--- src/rtl/fram_bank_arbiter.sv ---
// fram_bank_arbiter: shares interleaved feature banks between a priority read port and a write port
// whose bank conflicts stall into an in-order write queue with read forwarding.
module fram_bank_arbiter #(
    parameter int ADDR_WIDTH      = 14,
    parameter int DATA_WIDTH      = 32,
    parameter int BANK_NUM        = 4,
    parameter int BANK_ADDR_WIDTH = ADDR_WIDTH - $clog2(BANK_NUM),
    parameter int WQ_DEPTH        = 4,
    parameter int CNT_WIDTH       = 16
) (
    input  logic                                  clk,
    input  logic                                  rst_n,
    input  logic                                  rp_en,
    input  logic [ADDR_WIDTH-1:0]                 rp_addr,
    output logic [DATA_WIDTH-1:0]                 rp_rdata,
    output logic                                  rp_rvalid,
    input  logic                                  wp_en,
    input  logic [ADDR_WIDTH-1:0]                 wp_addr,
    input  logic [DATA_WIDTH-1:0]                 wp_wdata,
    output logic                                  wp_ready,
    output logic [BANK_NUM*BANK_ADDR_WIDTH-1:0]   bram_addr,
    output logic [BANK_NUM*DATA_WIDTH-1:0]        bram_wdata,
    output logic [BANK_NUM-1:0]                   bram_we,
    output logic [BANK_NUM-1:0]                   bram_en,
    input  logic [BANK_NUM*DATA_WIDTH-1:0]        bram_rdata,
    output logic [$clog2(WQ_DEPTH):0]             wq_count,
    output logic                                  wq_empty,
    output logic                                  wp_overflow,
    output logic [CNT_WIDTH-1:0]                  conflict_cnt
);
    localparam int BSEL = $clog2(BANK_NUM);
    localparam int QW = $clog2(WQ_DEPTH);
    localparam logic [QW:0] FULL = (QW+1)'(WQ_DEPTH);

    logic [ADDR_WIDTH-1:0] wq_addr_q [WQ_DEPTH];
    logic [DATA_WIDTH-1:0] wq_data_q [WQ_DEPTH];
    logic [QW-1:0]         head_q, tail_q;
    logic [QW:0]           count_q, count_d;
    logic                  rvalid_q, hit_q, hit_d, ovf_q;
    logic [DATA_WIDTH-1:0] fwd_q, fwd_d;
    logic [BSEL-1:0]       rbank_q;
    logic [CNT_WIDTH-1:0]  cnt_q;
    logic                  empty, accept, cand_v, issue, enq, deq;
    logic [ADDR_WIDTH-1:0] cand_addr;
    logic [DATA_WIDTH-1:0] cand_data;

    assign empty     = count_q == '0;
    assign wp_ready  = count_q != FULL;
    assign accept    = wp_en && wp_ready;
    assign cand_v    = !empty || accept;
    assign cand_addr = empty ? wp_addr : wq_addr_q[head_q];
    assign cand_data = empty ? wp_wdata : wq_data_q[head_q];
    assign issue     = cand_v && !(rp_en && rp_addr[BSEL-1:0] == cand_addr[BSEL-1:0]);
    assign deq       = !empty && issue;
    assign enq       = accept && !(empty && issue);
    assign count_d   = count_q + (QW+1)'(enq) - (QW+1)'(deq);

    // Walk oldest to youngest so the last hit is the youngest queued write.
    always_comb begin
        hit_d = 1'b0;
        fwd_d = '0;
        for (int i = 0; i < WQ_DEPTH; i++) begin
            if ((QW+1)'(i) < count_q && wq_addr_q[head_q + QW'(i)] == rp_addr) begin
                hit_d = 1'b1;
                fwd_d = wq_data_q[head_q + QW'(i)];
            end
        end
    end

    always_comb begin
        bram_addr  = '0;
        bram_wdata = '0;
        bram_en    = '0;
        bram_we    = '0;
        for (int b = 0; b < BANK_NUM; b++) begin
            bram_addr[b*BANK_ADDR_WIDTH +: BANK_ADDR_WIDTH] =
                (rp_en && rp_addr[BSEL-1:0] == BSEL'(b)) ? rp_addr[ADDR_WIDTH-1:BSEL] : cand_addr[ADDR_WIDTH-1:BSEL];
            bram_wdata[b*DATA_WIDTH +: DATA_WIDTH] = cand_data;
            bram_we[b] = rst_n && issue && cand_addr[BSEL-1:0] == BSEL'(b);
            bram_en[b] = rst_n && ((rp_en && rp_addr[BSEL-1:0] == BSEL'(b)) || (issue && cand_addr[BSEL-1:0] == BSEL'(b)));
        end
    end

    always_ff @(posedge clk) begin
        if (!rst_n) begin
            head_q   <= '0;
            tail_q   <= '0;
            count_q  <= '0;
            rvalid_q <= 1'b0;
            hit_q    <= 1'b0;
            fwd_q    <= '0;
            rbank_q  <= '0;
            ovf_q    <= 1'b0;
            cnt_q    <= '0;
        end else begin
            count_q  <= count_d;
            rvalid_q <= rp_en;
            if (enq) begin
                wq_addr_q[tail_q] <= wp_addr;
                wq_data_q[tail_q] <= wp_wdata;
                tail_q            <= tail_q + QW'(1);
            end
            if (deq) head_q <= head_q + QW'(1);
            if (rp_en) begin
                hit_q   <= hit_d;
                fwd_q   <= fwd_d;
                rbank_q <= rp_addr[BSEL-1:0];
            end
            if (wp_en && !wp_ready) ovf_q <= 1'b1;
            if (cand_v && !issue && cnt_q != '1) cnt_q <= cnt_q + CNT_WIDTH'(1);
        end
    end

    assign rp_rdata     = hit_q ? fwd_q : bram_rdata[rbank_q*DATA_WIDTH +: DATA_WIDTH];
    assign rp_rvalid    = rvalid_q;
    assign wq_count     = count_q;
    assign wq_empty     = empty;
    assign wp_overflow  = ovf_q;
    assign conflict_cnt = cnt_q;
endmodule
--- config.mk ---
export PLATFORM = sky130hd
export DESIGN_NAME = fram_bank_arbiter
export DESIGN_NICKNAME = d
export VERILOG_FILES = /design/src/rtl/fram_bank_arbiter.sv
export SDC_FILE = /design/constraint.sdc
export NUM_CORES = 1
export LEC_CHECK = 0
export ABC_CLOCK_PERIOD_IN_PS = 4410
export BUFFER_PORTS_ARGS = -buffer_cell sky130_fd_sc_hd__clkbuf_2
export CORE_ASPECT_RATIO = 0.6
export CORE_MARGIN = 1
export CORE_UTILIZATION = 55
export DETAILED_ROUTE_END_ITERATION = 10
export PLACE_DENSITY = 0.93
export SLEW_MARGIN = 20
export SYNTH_ARGS = -nofsm -noshare
export SYNTH_HDL_FRONTEND = slang
export SYNTH_SLANG_ARGS = --single-unit
--- constraint.sdc ---
create_clock -name clk -period 4.41 [get_ports clk]
set_input_delay 0.441 -clock clk [delete_from_list [all_inputs] [get_ports clk]]
set_output_delay 0.441 -clock clk [all_outputs]
set_load 0.01 [all_outputs]
# Word level (Yosys, flattened, before mapping)
# Memory sizes are Yosys's and may differ from the RTL's. A register that Yosys moved wholly into a read port is not among the register bits.
# Index checks and enable logic that the tools add are counted.
[word_totals] ff_bits=60 ram_bits=184 input_bits=192 out_inout_bits=239 word_cells=101 n_memories=2
[op_classes] add_sub_neg=7 order_cmp=4 eq_ne=13 shift=1 mux=22 reduce_logical=43
[mem_list] name="wq_data_q" words=4 width=32 read_ports=4 rd_ports_with_merged_regs=1 wr=1 line_no="36" source="logic [DATA_WIDTH-1:0] wq_data_q [WQ_DEPTH];"
[mem_list] name="wq_addr_q" words=4 width=14 read_ports=4 rd_ports_with_merged_regs=1 wr=1 line_no="35" source="logic [ADDR_WIDTH-1:0] wq_addr_q [WQ_DEPTH];"
[ops] op="32-bit two-way mux" count=6
[ops] op="128-bit by 8-bit variable part select with 32-bit output" count=1
[ops] op="14-bit == test" count=4
[ops] op="12-bit two-way mux" count=4
[ops] op="1-bit logical AND" count=30
[ops] op="16-bit by 1-bit adder with 16-bit output (second input constant)" count=1
[ops] op="16-bit != test (second input constant)" count=1
[ops] op="14-bit two-way mux" count=1
[ops] op="2-bit == test (second input constant)" count=4
[ops] op="2-bit two-way mux" count=4
[ops] op="1-bit two-way mux" count=7
[ops] op="1-bit by 3-bit less-than comparator with 1-bit output (first input constant)" count=2
[ops] op="2-bit by 3-bit less-than comparator with 1-bit output (first input constant)" count=2
[ops] op="1-bit logical NOT" count=5
[ops] op="1-bit logical OR" count=5
[ops] op="2-bit by 1-bit adder with 2-bit output (second input constant)" count=2
[ops] op="2-bit adder (second input constant)" count=2
[ops] op="2-bit by 1-bit == test with 1-bit output (second input constant)" count=2
[ops] op="2-bit logical NOT" count=2
[ops] op="3-bit by 1-bit adder with 3-bit output" count=1
[ops] op="3-bit logical NOT" count=1
[ops] op="3-bit != test (second input constant)" count=1
[ops] op="3-bit by 1-bit subtractor with 3-bit output" count=1
[ops] op="2-bit == test" count=1

# Longest topological paths before layout
[logic_depth] ltp_word=12 mapped_depth=15

# Least setup slack after synthesis
# Ideal clock, no wire load.
[synth_timing] path_kind="register to register" startpoint="reg with a tool-made name" endpoint="mem wq_addr_q[3][0] (enable)" setup_ns=0.408 t_arrival_ns=3.279 t_required_ns=4.002 setup_slack_ns=0.723 path_stages_with_launch=10 n_path_buf=2 path_cell_list="dfxtp_1 buf_6 mux4_2 mux2i_1 xnor2_1 nand3_2 o21ai_0 and2_1 clkbuf_1 and3_1"
[synth_rtl] element="end: declaration" line_no="35"

==> summary.txt <==
Synth
  • Top-count cell post-synth: mux4_2
  • Synthesized instance count: ~1400
  • Top-area cell type share of the netlist area: about a third
  • Synth Area in Compound Gates: under 10%
  • Number of synthesized flops with an enable pin: between 150 and 200
  • Synthesized cell area: 0.0174 sq mm
  • Syn Nets: ~1600
  • Simple-gate area share of the yosys netlist: 7.11%
  • Synthesis Warnings: 0
  • Adder-Cell Fraction of Synth Area: less than 1%
  • Mux cell area share after synthesis: about a third
  • Syn avg cell area: approximately 12 sq um
  • Yosys cell types: 54
  • Top cells by area, synth: edfxtp_1, mux4_2, dfxtp_1, mux2_2, buf_4
  • Post-Synth XOR/XNOR Area: about 3.5%
  • Async set-reset flop share out of synthesis: 0%
  • Sequential area share after synthesis: between 30% and 40%
  • Flops & latches, synth: between 200 and 250
  • Area leader, netlist: edfxtp_1
  • Main combinational cell family by area after synthesis: multiplexers
  • Top FF cell, synth: edfxtp_1
  • Synth cell count leaders: mux4_2, edfxtp_1, nand2_1

STA
  • Final count of negative-setup-slack endpoints: 0
  • RSZ-0062 raised after global routing: false
  • Final WS setup: roughly 0.33 ns
  • Crit path time final: between 4 and 5 ns
  • Fmax: about 0.25 GHz
  • Worst Clk Skew: about 0.025 ns
  • Hold Vio Cnt, Final: 0
  • Slew Limit Fails: 0
  • Crit share post-route: 92.5%
  • Worst slew pin tran: between 1 and 1.5 ns
  • Slew margin rel.: about 30%
  • Setup TNS Final: 0 ns

Clock tree
  • H-tree levels: 1
  • Post-CTS Setup Repair Bufs: 0
  • Worst skew pair latency: 0.55 ns
  • Clock Path Buffers: 3
  • Clock Sinks: 246
  • CTS clk-pin slew, worst paths: 0.06 ns
  • Root buffer cell: clkbuf_16
  • Cts bufs inserted: 25
  • Post-cts hold buffer count: 0
  • CTS tree: done
  • Post-CTS sizing: 0

Global routing
  • Overflow left after global routing: 0
  • Largest net degree at the start of global routing: between 70 and 80
  • GR Util All Layers: about a third
  • Initial antenna violation count: 1
  • First-pass GRT wire length: 78.2 mm
  • Vias in the first global route: between 10000 and 15000

Placement
  • Placed Cells: roughly 2100
  • Dpl hpwl: around 37 mm
  • IO Port Bufs: 430
  • Final weighted congestion in routability-driven placement: 0.966
  • Place WS: about 0.65 ns
  • Placed Area: approximately 0.019 sq mm

Critical path
  • Worst setup path category: reg -> reg
  • CP Data Required Time: approximately 4.9 ns
  • Crit-path max FO: 32
  • Critical Path AT: 4.53 ns
  • RR Endpoint: fwd_q[13]
  • CP Launch Type: flip-flop
  • Register-to-Register Path Depth: 10
  • CP endpoint kind: flip-flop
  • Worst R2R Setup Slack: roughly 0.33 ns

Routing
  • Antenna viol nets, final: 0
  • Drt first pass iters: 6
  • Total vias in the final route: 13900
  • DRT iter0 DRCs: 1795
  • Final wirelength: around 53 mm
  • Drt wl/cell: 24.8 microns
  • Via/cell ratio: ~6.6
  • DRC viols: 0

Floorplanning
  • Ports: between 400 and 500
  • FP Rows: 50
  • Initial core utilization: between 50% and 60%
  • Full die area: 0.0324 sq mm
  • DIE WIDTH: roughly 230 microns
  • Core ar.: 0.0312 sq mm
  • Die height: about 140 microns

Finish
  • Nets@finish: 1884
  • Layout cells sized above 1: 47.1%
  • Area growth syn-to-layout: 15.3%
  • Non-filler cells in the finished layout: between 2000 and 2500
  • Final Util: roughly 64%
  • # diodes: 0
  • Fin area: 0.0200 sq mm

Hold path
  • Hold Crit Depth: 1
  • HP Start: wp_wdata[6]
  • Hold EP: wq_data_q[3][6]
  • Hold Path Class: in -> reg

Run status
  • Status: finished clean

Power and ir drop
  • LEAKAGE: around 7.6 nW
  • Worst vdd ir: around 0.44 mV
  • Pwr/cell area: roughly 580 mW/mm^2

Job
  • Total of max-cap violations: 0
## where the power goes
part	switching, mW	total [mW]	internal, mW
sequential	0.280	2.93	2.65
clock	0.936	2.46	1.53
combinational	3.41	6.17	2.77
## per-layer routing
metal  vias up  wire, microns  track usage [%]
met5         -             17                0
met4         2           1380             9.00
met3       124           6470             8.30
met2      1030          24800             51.0
met1      6802          19900             43.1
li1       5935              -                -
## state kept, by name, summed over array words and instances (netlist names), 2 cells and up, named ones only
| name | count |
|---|---|
| tail_q | 2 |
| head_q | 2 |
| conflict_cnt | 16 |
| rbank_q | 2 |
| wq_count | 3 |
| fwd_q | 32 |
| wq_addr_q | 56 |
| wq_data_q | 128 |
## stage by stage
| stage | hold slack (ns) | power (mW) |
|---|---|---|
| finish | 0.122 | 11.6 |
| global route | 0.114 | 12.1 |
| CTS | 0.0997 | 11.6 |
| detailed placement | 0.492 | 9.08 |
| global placement | 0.481 | 8.90 |
| floorplan | 0.505 | 7.81 |
## placed cells by master (no fill, tap or decap), types with 14 or more instances in the layout
cell type	n
mux4_2	188
xnor2_1	41
nor2_1	39
clkbuf_2	429
mux2i_1	37
a21oi_1	49
o22ai_1	38
clkbuf_16	25
o221ai_1	33
a2bb2oi_1	33
nand3_1	14
dfxtp_1	55
buf_4	32
xor2_1	26
mux2_2	82
o21ai_0	43
edfxtp_1	184
inv_1	48
nand2_1	170
## layout make-up
type                            instances  area (sq um)
Clock buffer                           27           643
Clock inverter                         19           307
Fill cell                            2334         11100
Inverter                               53           199
Multi-Input combinational cell        893          9180
Sequential cell                       246          6780
Tap cell                              416           520
Timing Repair Buffer                  463          2420
## cell families (layout without fill, tap and decap cells)
family,Yosys count,in the layout
AO/OA/AOI/OAI,219,219
XOR/XNOR,68,68
adder cells (fa/ha/maj),10,10
buffers and inverters,274,562
flip-flops,246,246
multiplexers,314,314
AND/OR/NAND/NOR,282,282
## worst max path at each step
stage,from,endpoint,slack [ns],cells past startpoint
floorplan,flip-flop,wq_addr_q[3][0],0.72,9
global placement,flip-flop,fwd_q[15],0.76,10
detailed placement,flip-flop,fwd_q[13],0.65,10
CTS,wq_count[0],bram_addr[14],0.49,7
global route,wq_count[0],bram_en[1],0.28,8
finish,flip-flop,fwd_q[13],0.33,10
## worst max-delay path, cell delays in order, from the launching register on
cell     delay (ns)
dfxtp_2        0.66
buf_4          0.46
mux4_1         0.40
xnor2_1        0.32
nand4_1        0.25
nor4_1         0.63
nand4_1        0.30
nor2b_4        0.17
buf_4          0.43
a21oi_1        0.16
o22ai_1        0.20
Power figures use the tool's default switching activity.
